[src/rtl/lsu_pkg.sv]
// Shared types and default widths for the load/store unit.
//   lsu_op_e    : operation codes presented on the op port
//   lsu_state_e : FSM state encoding, also exported for debug
package lsu_pkg;

  localparam int LSU_DATA_W  = 16;
  localparam int LSU_ADDR_W  = 12;
  localparam int LSU_TIMEOUT = 64;

  typedef enum logic [1:0] {
    OP_LOAD    = 2'd0,
    OP_STORE   = 2'd1,
    OP_LOADI   = 2'd2,
    OP_ILLEGAL = 2'd3
  } lsu_op_e;

  typedef enum logic [2:0] {
    ST_IDLE   = 3'd0,
    ST_FETCH  = 3'd1,
    ST_INDIR  = 3'd2,
    ST_XFER   = 3'd3,
    ST_WRITE  = 3'd4,
    ST_FINISH = 3'd5
  } lsu_state_e;

endpackage

[src/rtl/mem_wait_timer.sv]
// Counts the cycles a memory access has been waiting for its ready.
//   clk, reset : clock, asynchronous active-high reset
//   clr_i      : hold the count at zero (no access in flight)
//   en_i       : access is waiting this cycle (req high, ready low)
//   expired_o  : this is the TIMEOUT-th waiting cycle; never set when TIMEOUT=0
module mem_wait_timer #(
  parameter int TIMEOUT = 64
) (
  input  logic clk,
  input  logic reset,
  input  logic clr_i,
  input  logic en_i,
  output logic expired_o
);

  localparam int CW = (TIMEOUT > 1) ? $clog2(TIMEOUT) : 1;
  localparam logic [CW-1:0] LAST = CW'((TIMEOUT == 0) ? 0 : TIMEOUT - 1);

  logic [CW-1:0] cnt_q;

  always_ff @(posedge clk or posedge reset) begin
    if (reset) begin
      cnt_q <= '0;
    end else if (clr_i) begin
      cnt_q <= '0;
    end else if (en_i) begin
      cnt_q <= cnt_q + 1'b1;
    end
  end

  // The count holds the number of waiting cycles already elapsed, so the
  // TIMEOUT-th waiting cycle is the one where it equals TIMEOUT-1.
  assign expired_o = (TIMEOUT != 0) && en_i && (cnt_q == LAST);

endmodule

[src/rtl/load_store_unit.sv]
// Multi-cycle LOAD / LOADI / STORE engine for the accumulator datapath.
// Accesses memory through MAR/MBR over a req/ready handshake, each access
// guarded by a wait timer. ADDR_W must not exceed DATA_W.
//   clk, reset           : clock, asynchronous active-high reset
//   start, op, addr_in   : command from the control unit (sampled in IDLE)
//   ac_in                : accumulator value written by STORE
//   busy, done, err      : status; done/err are one-cycle pulses
//   ac_out, ac_we        : accumulator write-back
//   mar, mbr             : internal registers for debug/display
//   mem_*                : memory port
//   dbg_state            : current FSM state
// Handshake: while mem_req is high, mem_addr/mem_we/mem_wdata are held
// stable; an access completes in the cycle mem_ready is high, and mem_req
// drops in the following cycle. mem_ready with mem_req low is ignored.
module load_store_unit
  import lsu_pkg::*;
#(
  parameter int DATA_W  = LSU_DATA_W,
  parameter int ADDR_W  = LSU_ADDR_W,
  parameter int TIMEOUT = LSU_TIMEOUT
) (
  input  logic              clk,
  input  logic              reset,
  input  logic              start,
  input  logic [1:0]        op,
  input  logic [ADDR_W-1:0] addr_in,
  input  logic [DATA_W-1:0] ac_in,
  output logic              busy,
  output logic              done,
  output logic              err,
  output logic [DATA_W-1:0] ac_out,
  output logic              ac_we,
  output logic [ADDR_W-1:0] mar,
  output logic [DATA_W-1:0] mbr,
  output logic              mem_req,
  output logic              mem_we,
  output logic [ADDR_W-1:0] mem_addr,
  output logic [DATA_W-1:0] mem_wdata,
  input  logic [DATA_W-1:0] mem_rdata,
  input  logic              mem_ready,
  output lsu_state_e        dbg_state
);

  lsu_state_e        state_q;
  lsu_op_e           op_q;
  logic              ind_q;   // pointer already followed for this LOADI
  logic [ADDR_W-1:0] mar_q;
  logic [DATA_W-1:0] mbr_q;
  logic [DATA_W-1:0] ac_q;
  logic              done_q;
  logic              err_q;
  logic              ac_we_q;

  logic in_access;
  logic tmo_expired;

  // Request is decoded straight from the state register, so it falls
  // together with the asynchronous reset of the state.
  assign in_access = (state_q == ST_FETCH) || (state_q == ST_WRITE);

  mem_wait_timer #(.TIMEOUT(TIMEOUT)) u_timer (
    .clk       (clk),
    .reset     (reset),
    .clr_i     (!in_access),
    .en_i      (in_access && !mem_ready),
    .expired_o (tmo_expired)
  );

  always_ff @(posedge clk or posedge reset) begin
    if (reset) begin
      state_q <= ST_IDLE;
      op_q    <= OP_LOAD;
      ind_q   <= 1'b0;
      mar_q   <= '0;
      mbr_q   <= '0;
      ac_q    <= '0;
      done_q  <= 1'b0;
      err_q   <= 1'b0;
      ac_we_q <= 1'b0;
    end else begin
      done_q  <= 1'b0;
      err_q   <= 1'b0;
      ac_we_q <= 1'b0;
      case (state_q)
        ST_IDLE: begin
          if (start) begin
            mar_q <= addr_in;
            op_q  <= lsu_op_e'(op);
            ind_q <= 1'b0;
            case (lsu_op_e'(op))
              OP_STORE: begin
                mbr_q   <= ac_in;
                state_q <= ST_WRITE;
              end
              OP_LOAD, OP_LOADI: state_q <= ST_FETCH;
              default: begin
                done_q <= 1'b1;
                err_q  <= 1'b1;
              end
            endcase
          end
        end
        ST_FETCH: begin
          // A ready in the expiring cycle still completes the access.
          if (mem_ready) begin
            mbr_q <= mem_rdata;
            if (op_q == OP_LOADI && !ind_q) state_q <= ST_INDIR;
            else                            state_q <= ST_XFER;
          end else if (tmo_expired) begin
            done_q  <= 1'b1;
            err_q   <= 1'b1;
            state_q <= ST_IDLE;
          end
        end
        ST_INDIR: begin
          // Pointer silently wraps to the address width.
          mar_q   <= mbr_q[ADDR_W-1:0];
          ind_q   <= 1'b1;
          state_q <= ST_FETCH;
        end
        ST_XFER: begin
          ac_q    <= mbr_q;
          ac_we_q <= 1'b1;
          done_q  <= 1'b1;
          state_q <= ST_IDLE;
        end
        ST_WRITE: begin
          if (mem_ready) begin
            done_q  <= 1'b1;
            state_q <= ST_FINISH;
          end else if (tmo_expired) begin
            done_q  <= 1'b1;
            err_q   <= 1'b1;
            state_q <= ST_IDLE;
          end
        end
        ST_FINISH: state_q <= ST_IDLE;
        default:   state_q <= ST_IDLE;
      endcase
    end
  end

  assign busy      = (state_q != ST_IDLE);
  assign done      = done_q;
  assign err       = err_q;
  assign ac_out    = ac_q;
  assign ac_we     = ac_we_q;
  assign mar       = mar_q;
  assign mbr       = mbr_q;
  assign mem_req   = in_access;
  assign mem_we    = (state_q == ST_WRITE);
  assign mem_addr  = mar_q;
  assign mem_wdata = mbr_q;
  assign dbg_state = state_q;

endmodule

[config.mk]
export PLATFORM = sky130hd
export DESIGN_NAME = load_store_unit
export DESIGN_NICKNAME = d
export VERILOG_FILES = /design/src/rtl/lsu_pkg.sv /design/src/rtl/mem_wait_timer.sv /design/src/rtl/load_store_unit.sv
export SDC_FILE = /design/constraint.sdc
export NUM_CORES = 1
export LEC_CHECK = 0
export CAP_MARGIN = 20
export CORE_MARGIN = 2
export CORE_UTILIZATION = 38
export DETAILED_ROUTE_END_ITERATION = 10
export GPL_TIMING_DRIVEN = 0
export HOLD_SLACK_MARGIN = 0.08
export PLACE_DENSITY = 0.77
export SLEW_MARGIN = 20
export SYNTH_ARGS = -nofsm -noshare
export SYNTH_HDL_FRONTEND = slang
export SYNTH_SLANG_ARGS = --single-unit
[constraint.sdc]
create_clock -name clk -period 1.69 [get_ports clk]
set_input_delay 0.338 -clock clk [delete_from_list [all_inputs] [get_ports clk]]
set_output_delay 0.338 -clock clk [all_outputs]
set_load 0.005 [all_outputs]
==> results of run 1 <==
registers in the layout, indices dropped and copies added (netlist names):
register       count
u_timer.cnt_q      6
op_q               2
ac_we              1
ind_q              1
ac_out            16
err                1
dbg_state          3
mar               12
done               1
mbr               16
worst paths after layout:
path | startpoint | end | slack, ns | cells after the start
setup reg to reg | dbg_state[2] | mbr[8] | -0.18 | 6
hold reg to reg | ac_out[2] | ac_out[2] | 0.51 | 1
max in group asynchronous | reset | mbr[11] | 0.66 | 3
hold / removal | reset | ac_out[5] | 0.44 | 2
setup / recovery | dbg_state[2] | mbr[8] | -0.18 | 6
min in group clk | mem_ready | u_timer.cnt_q[0] | 0.51 | 3
metrics by stage:
| stage | std cells | hold WS [ns] | util [%] | area, sq um |
|---|---|---|---|---|
| 2_1_floorplan | 261 | 0.438 | - | 2970 |
| 3_3_place_gp | 492 | 0.483 | 57.4 | 4390 |
| 3_5_place_dp | 493 | 0.495 | 57.7 | 4410 |
| 4_1_cts | 529 | 0.462 | 63.3 | 4840 |
| 5_1_grt | 555 | 0.503 | 67.3 | 5140 |
| 6_report | 555 | 0.445 | 67.3 | 5140 |
cell families after synthesis:
logic type | count (synthesis) | share of synthesized area, %
compound gates | 66 | 16.6
flops | 59 | 49.8
xor+xnor | 4 | 1.18
simple gates | 64 | 14.2
fa+ha+maj | 2 | 0.759
buf+inv | 47 | 10.3
mux | 19 | 7.17
repair_timing:
item                                    in CTS  in global routing
endpoints found under the setup margin      62                 60
setup buffers                               22                 27
gates resized for setup                     52                 46
cloned                                       0                  1
pin swaps                                    1                 11
layer usage:
metal	vias up	wire length (microns)
met4	0	198
met2	99	4680
met5	-	0
met1	1345	3780
li1	1288	-
met3	19	555
cell usage in the layout (no fill, tap or decap), types with 4 or more instances in the layout:
cell                                n
sky130_fd_sc_hd__dlymetal6s2s_1    17
sky130_fd_sc_hd__a21oi_1           15
sky130_fd_sc_hd__dfrtp_2            8
sky130_fd_sc_hd__dlygate4sd2_1      7
sky130_fd_sc_hd__clkdlybuf4s50_1  102
sky130_fd_sc_hd__o21ai_1            5
sky130_fd_sc_hd__nor2_1             5
sky130_fd_sc_hd__nand2b_1          19
sky130_fd_sc_hd__nor2b_1           12
sky130_fd_sc_hd__mux2_2            18
sky130_fd_sc_hd__o21ai_0            8
sky130_fd_sc_hd__buf_6              5
sky130_fd_sc_hd__dfrtp_1           51
sky130_fd_sc_hd__nand2_1            4
sky130_fd_sc_hd__a22oi_1            7
sky130_fd_sc_hd__clkbuf_8          10
sky130_fd_sc_hd__buf_4             77
sky130_fd_sc_hd__o221a_1           16
area by class of cell:
cell class | instances | area (sq um)
Multi-Input combinational cell | 155 | 1250
Sequential cell | 59 | 1490
Timing Repair Buffer | 180 | 1750
Fill cell | 567 | 2500
Clock inverter | 5 | 30.0
Clock buffer | 10 | 138
Buffer | 40 | 343
Inverter | 4 | 18.8
Tap cell | 102 | 128
power groups by stage:
| stage | Clock (mW) | Combinational (mW) | Sequential [mW] |
|---|---|---|---|
| after floorplan | 0 | 1.90 | 2.56 |
| after global placement | 0 | 4.19 | 2.65 |
| after detailed placement | 0 | 4.26 | 2.68 |
| after CTS | 1.13 | 4.77 | 2.61 |
| after global routing | 1.20 | 5.67 | 2.70 |
| final | 1.12 | 5.28 | 2.62 |
==> out/summary.md, run 1 <==
The logs give 9220 microns for the aggregate routed wire length and 3 for the number of H-tree levels. The repair_antennas step left the layout with diodes totalling 0. The floorplan has 32 rows. The first global-routing pass estimated 14000 microns of wire.

After detailed routing, the number of remaining DRC violations is 0. The worst-margin pin slew was 0.688 ns; the area of the mapped netlist was 2970 sq um. Class of the tightest hold or removal check: in -> async. The achievable clock frequency is 535 MHz. The critical path in this run is classified as reg -> reg.

Detailed placement ended at an HPWL of 5930 microns. The worst-case IR drop observed on VDD is 0.000918 V. Global routing used 21.0% of the available tracks across all layers. TritonCTS built the clock tree. After routing, the total negative slack on setup checks comes to -2.63 ns. The smallest clock period supported by the final layout is computed as 1.87 ns. The logs give 29.0% for the sequential group share of total power and 26.7% for the met1 usage in global routing.

In the global route stage, met2 resource usage came out at 33.9%. The worst relative slew slack is 54.0%. Synthesized instance count: 261. The clock-pin transition on the worst setup and hold timing paths is 0.07 ns, and the number of slew-limit violations in the final report is 0. The final total power is 9.02 mW, and the total of hold buffers inserted after clock tree synthesis is 0. Pin count of the biggest net entering global routing: 32.

The initial antenna violation count was 0; the internal power contribution was 6.14 mW. Vertical die dimension: 92.4 microns. The data arrival time of the critical path was 2.09 ns. The tree built by TritonCTS fans out to 59 sinks.

The tool flagged a number of max-cap violations equal to 0. Most used flip-flop cell after synthesis: sky130_fd_sc_hd__dfrtp_1. The largest fanout on the critical path was 6; the largest clock skew in the final design was 0.00954 ns. In the global route stage, met3 resource usage came out at 5.37%. Counting flops with a built-in enable in the synthesized netlist gives 0. Yosys attributes the largest share of cell area to sky130_fd_sc_hd__dfrtp_1 (50%), sky130_fd_sc_hd__buf_4 (7.1%), sky130_fd_sc_hd__mux2_2 (6.8%), sky130_fd_sc_hd__o221a_1 (6.1%), sky130_fd_sc_hd__nand2b_1 (4.2%). For the number of nets produced by synthesis, the log shows 312.

The count of nets left with antenna violations once routing finished came out at 0. Detailed routing inserted a total of 2751 vias. Share of post-route cells with drive strength above 1: 32.7%. Most common cell in the synthesized netlist: sky130_fd_sc_hd__dfrtp_1. The kind of cell with the highest combined delay along the critical path is simple AND/OR/NAND/NOR gates. The net count of the finished layout is 500. Setup repair after global routing could not meet its margin everywhere. Area share of the leading cell type in the synthesized netlist: 49.8%.

For this design the static power due to leakage is 2.30 nW. Routability-driven placement finished with a final weighted congestion of 0.864. Global routing finished with a remaining overflow of 0. The via count of the first global-routing pass is 2755, and the number of clock buffers inserted by TritonCTS is 9.

Number of I/O port buffers: 129. In this run switching power makes up 31.9% of total power. The cell type of the slowest stage on the worst timing path was sky130_fd_sc_hd__dfrtp_1. The checks that failed: negative setup slack. Of the total power, the clock network draws 12.4%.

Clock insertion delay at the later pin of the skew report: 0.34 ns. The detailed router finished its first iteration with 159 violations. The buffer and inverter count on the worst path is 3, and the share of the cycle needed by the critical path after routing is 111%. The starting density of the core is 38.8%. The signal on the critical path passes through buf_6, or3_4, or2_1, buf_6, clkbuf_16, o221a_1. In this run the power spent charging and discharging nets is 2.88 mW. The total I/O pin count was 131; the detailed-route vias per instance was 4.96. After global routing, the most crowded layer is met2. Counting flops and latches in the post-synthesis netlist gives 59. The worst setup slack after layout was -0.180 ns; the combinational cell fraction of total power was 58.6%. The area of the die was 8530 sq um; the fraction of synthesis flops using an asynchronous set or reset pin was 100%. Setup violations remaining at the end of the flow were counted as 19. For the final-report hold violation count, the log shows 0.

For this run, the register share of the synthesized area comes to 49.8%. The startpoint kind of the worst setup timing path was a flip-flop. The clock passes through at most 2 buffers. The worst setup path is captured at a flip-flop. The synthesis-to-finish area growth works out to 73.4%. Summed over all instances, the cell type with the most area after synthesis is sky130_fd_sc_hd__dfrtp_1.

The critical path's largest stage delay was 0.41 ns; the first-pass iteration count of the detailed router was 4. Counting distinct cell types in the post-synthesis netlist gives 42. Horizontal die dimension: 92.4 microns. Clock tree synthesis selected as its root buffer the cell sky130_fd_sc_hd__clkbuf_8. In this run the mean area of a mapped cell was 11.4 sq um.

The number of warnings issued by yosys was 0. Timing analysis after detailed placement gives a worst setup slack of -0.788 ns. The run finished, with violations left. In this design, the critical path's most frequently occurring cell is sky130_fd_sc_hd__buf_6. Power spread over the standard cell area amounts to 1750 nW/um^2. Data on the critical path is required at its endpoint by 1.91 ns.

The final routed wire length divided by cell count came out at 16.6 microns. The commonest cells after synthesis are sky130_fd_sc_hd__dfrtp_1 (59), sky130_fd_sc_hd__buf_4 (28), sky130_fd_sc_hd__nand2b_1 (20). The region available for standard cell placement spans 7650 sq um.
Note: power is estimated with default switching activity, not from simulation.
==> inputs of run 2 (changes only) <==
- CORE_UTILIZATION: 38 -> 39
- CTS_BUF_LIST: not set -> sky130_fd_sc_hd__clkbuf_4 sky130_fd_sc_hd__clkbuf_8
- PLACE_DENSITY: 0.77 -> 0.78
==> run 2 against run 1 <==
Against the previous run:
- the flow still finishes with violations (negative setup slack)
- largest power group unchanged
- final area fell by 1.7%
- critical endpoint is now mbr[7]
- wire length rose by 3.2%
- worst setup slack improved by 0.048 ns
- register-to-register slack improved by 0.05 ns
==> out/summary.md, run 2 (synthesized netlist as in run 1, its figures left out) <==
The flow ran to the end, but the final reports show violations. The final reports fail on negative setup slack. The floorplan step set the die width to 91.2 microns.

Worst setup slack after layout: -0.132 ns. The critical path in this run is classified as reg -> reg. The maximum buffer depth of the clock tree is 2, and the data arrival time of the critical path is 2.05 ns. Setup slack on the worst reg-to-reg path comes out at -0.13 ns.

The layer flagged by global routing as most heavily used is met2. Clock-pin slew was measured on the worst setup and hold paths at 0.07 ns. Pin placement for this block handled 131 I/O pins. The number of diodes added for antenna fixing was 0; the number of H-tree levels was 3.

After layout, the minimum clock period comes to 1.82 ns. Using the TritonRoute via totals, the vias-per-cell ratio works out to 5.10. The total global routing overflow was 0; the final net count was 490. The achievable clock frequency came out at 549 MHz.

The logs give 6250 microns for the total half-perimeter wirelength after legalization and detailed placement and 5 for the first-pass iteration count of the detailed router. The class of the tightest hold or removal check was in -> async. Setup violations remaining at the end of the flow were counted as 24.

Final routed wire length divided by cell count: 17.5 microns. The via count of the first global-routing pass is 2844. The critical path goes through buf_6, or3_4, or2_1, buf_6, clkbuf_16, o221a_1.

The critical path depth in cells came out at 6. The largest clock skew in the final design is 0.00776 ns. The number of I/O port buffers works out to 129. The maximum vdd drop came out at 0.000909 V. The worst setup path is captured at a flip-flop. Across the run, the number of max-cap violations was 0. The largest fanout on the critical path is 7. The global-route wire length before repair is 14800 microns. The CTS sink count came out at 59. The net switching power figure was 2.83 mW. Number of fillers in the final layout: 565. Leaving out fill and tap cells, the most frequent cells in the layout are sky130_fd_sc_hd__clkdlybuf4s50_1 (100), sky130_fd_sc_hd__buf_4 (62), sky130_fd_sc_hd__dfrtp_1 (51).

The final total power was 8.97 mW; the end-of-flow core utilization was 69.3%. The share of the cycle needed by the critical path after routing works out to 108%. The logs give 55.4% for the worst relative slew slack and 9 for the number of clock buffers inserted by TritonCTS.

The length in cells of the worst reg-to-reg path works out to 6. The later pin in the worst-skew pair is clocked with a latency of 0.34 ns. The switching part of the total was 31.5%; the combinational cell fraction of total power was 55.7%. The required time reported for the critical path endpoint is 1.92 ns. Power spread over the standard cell area amounts to 1770 nW/um^2.

The run gives 39.0% as the met2 capacity usage during global routing. The most frequent cell on the critical path is sky130_fd_sc_hd__buf_6. The final-report hold violation count was 0; the internal power contribution was 6.14 mW. Sequential cells burn 29.1% of the power. Global routing consumed, on the met3 layer, 6.64% of the routing resources. On the worst path, the slowest cell contributes a delay of 0.41 ns.

The worst register-to-register path ends at mbr[7]. The core area is 7290 sq um. For the final routed database, the setup TNS stands at -1.85 ns. In the routed design, unresolved DRC markers number 0. Hold is met by 0.410 ns. The library cell used most frequently in the layout, excluding fill and tap cells, is sky130_fd_sc_hd__clkdlybuf4s50_1. Synthesis-to-finish area growth: 70.4%. The number of cell rows is 31. The total of hold buffers inserted after clock tree synthesis was 0. At the end of routability-driven placement, the weighted congestion stood at 0.878. The number of slew-limit violations in the final report is 0, and the buffer and inverter count on the worst path is 3. The violation count after the first detailed-routing iteration was 160. The initial antenna violation count came out at 0. The slowest stage of the critical path belongs to the cell sky130_fd_sc_hd__or3_4. Summed over all layers, the routed wires come to 9510 microns. The logs give 23.0% for the overall fraction of global-route tracks in use and 15.2% for the clock power share.

Vertical die dimension: 91.2 microns. The tree is rooted in a sky130_fd_sc_hd__clkbuf_8. Number of vias in the routed layout: 2772.

For this configuration, the core starts out at a cell density of 40.7%. Global routing consumed, on the met1 layer, 27.3% of the routing resources. The residual antenna-violating net count after detailed routing is 0. The die covers 8320 sq um. The worst setup path is launched from a flip-flop. The share of post-route cells with drive strength above 1 was 31.1%. The run gives 34 as the pin count of the biggest net entering global routing.

The static power due to leakage is 2.27 nW. The worst-margin pin slew came out at 0.666 ns. Setup repair after global routing could not meet its margin everywhere. Following the worst setup path forward leads to its endpoint at mbr[7]. Grouping stages by cell kind, the critical path spends the most delay in simple AND/OR/NAND/NOR gates.

TritonCTS built the clock tree. Prior to clock tree synthesis, the placed netlist has a worst setup slack of -0.865 ns. The worst register-to-register path begins at dbg_state[1].

The most critical setup path has its startpoint at dbg_state[1].
## run 2: cell count changes in the layout (fill, tap and decap cells not counted), sizes merged
cell,previous run,this run
dlygate4sd2,7,9
bufinv,0,1
clkdlybuf4s50,102,100
clkinv,3,2
clkinvlp,3,2
buf,89,74
clkbuf,15,22
## run 2: worst min-delay path by stage
| stage | from | slack (ns) | to |
|---|---|---|---|
| after floorplan | reset | 0.44 | ac_out[0] |
| after global placement | op_q[0] | 0.48 | op_q[0] |
| after detailed placement | ac_out[14] | 0.49 | ac_out[14] |
| after CTS | reset | 0.42 | ac_out[4] |
| after global routing | reset | 0.44 | ac_we |
| final | reset | 0.41 | ac_out[0] |
## run 2: repair_timing
| item | 4_1_cts | 5_1_grt |
|---|---|---|
| setup buffers | 25 | 12 |
| endpoints found under the setup margin | 65 | 60 |
| resized for setup | 50 | 27 |
| gates cloned | 1 | 1 |
| pin swaps | 2 | 4 |
## run 2: final cells by class
| type | instances | area, sq um | share of cell area (%) |
|---|---|---|---|
| clock buffer | 12 | 165 | 3.27 |
| sequential | 59 | 1490 | 29.4 |
| buffer | 41 | 345 | 6.83 |
| timing repair buffer | 169 | 1650 | 32.7 |
| clock inverter | 4 | 47.5 | 0.940 |
| tap | 99 | 124 | 2.45 |
| multi-input combinational | 155 | 1220 | 24.1 |
| inverter | 4 | 18.8 | 0.371 |
## run 2: power groups by stage
stage	clock network, mW	logic, mW	registers, mW
after floorplan	0	1.90	2.56
after global placement	0	4.20	2.66
after detailed placement	0	4.30	2.69
after CTS	1.38	4.81	2.61
after global routing	1.46	5.37	2.69
final	1.36	5.00	2.61
## run 2: routing by layer
metal | up-vias | routed length [microns] | part of all wire (%)
li1 | 1270 | - | -
met1 | 1355 | 3660 | 38
met2 | 125 | 4870 | 51
met3 | 22 | 712 | 7.5
met4 | 0 | 264 | 2.8
met5 | - | 0 | 0
## run 2: per-stage QoR
stage                     cell area, sq um  instances
after floorplan                       2970        261
after global placement                4390        489
after detailed placement              4410        490
after CTS                             4890        531
after global routing                  5060        543
final                                 5060        543
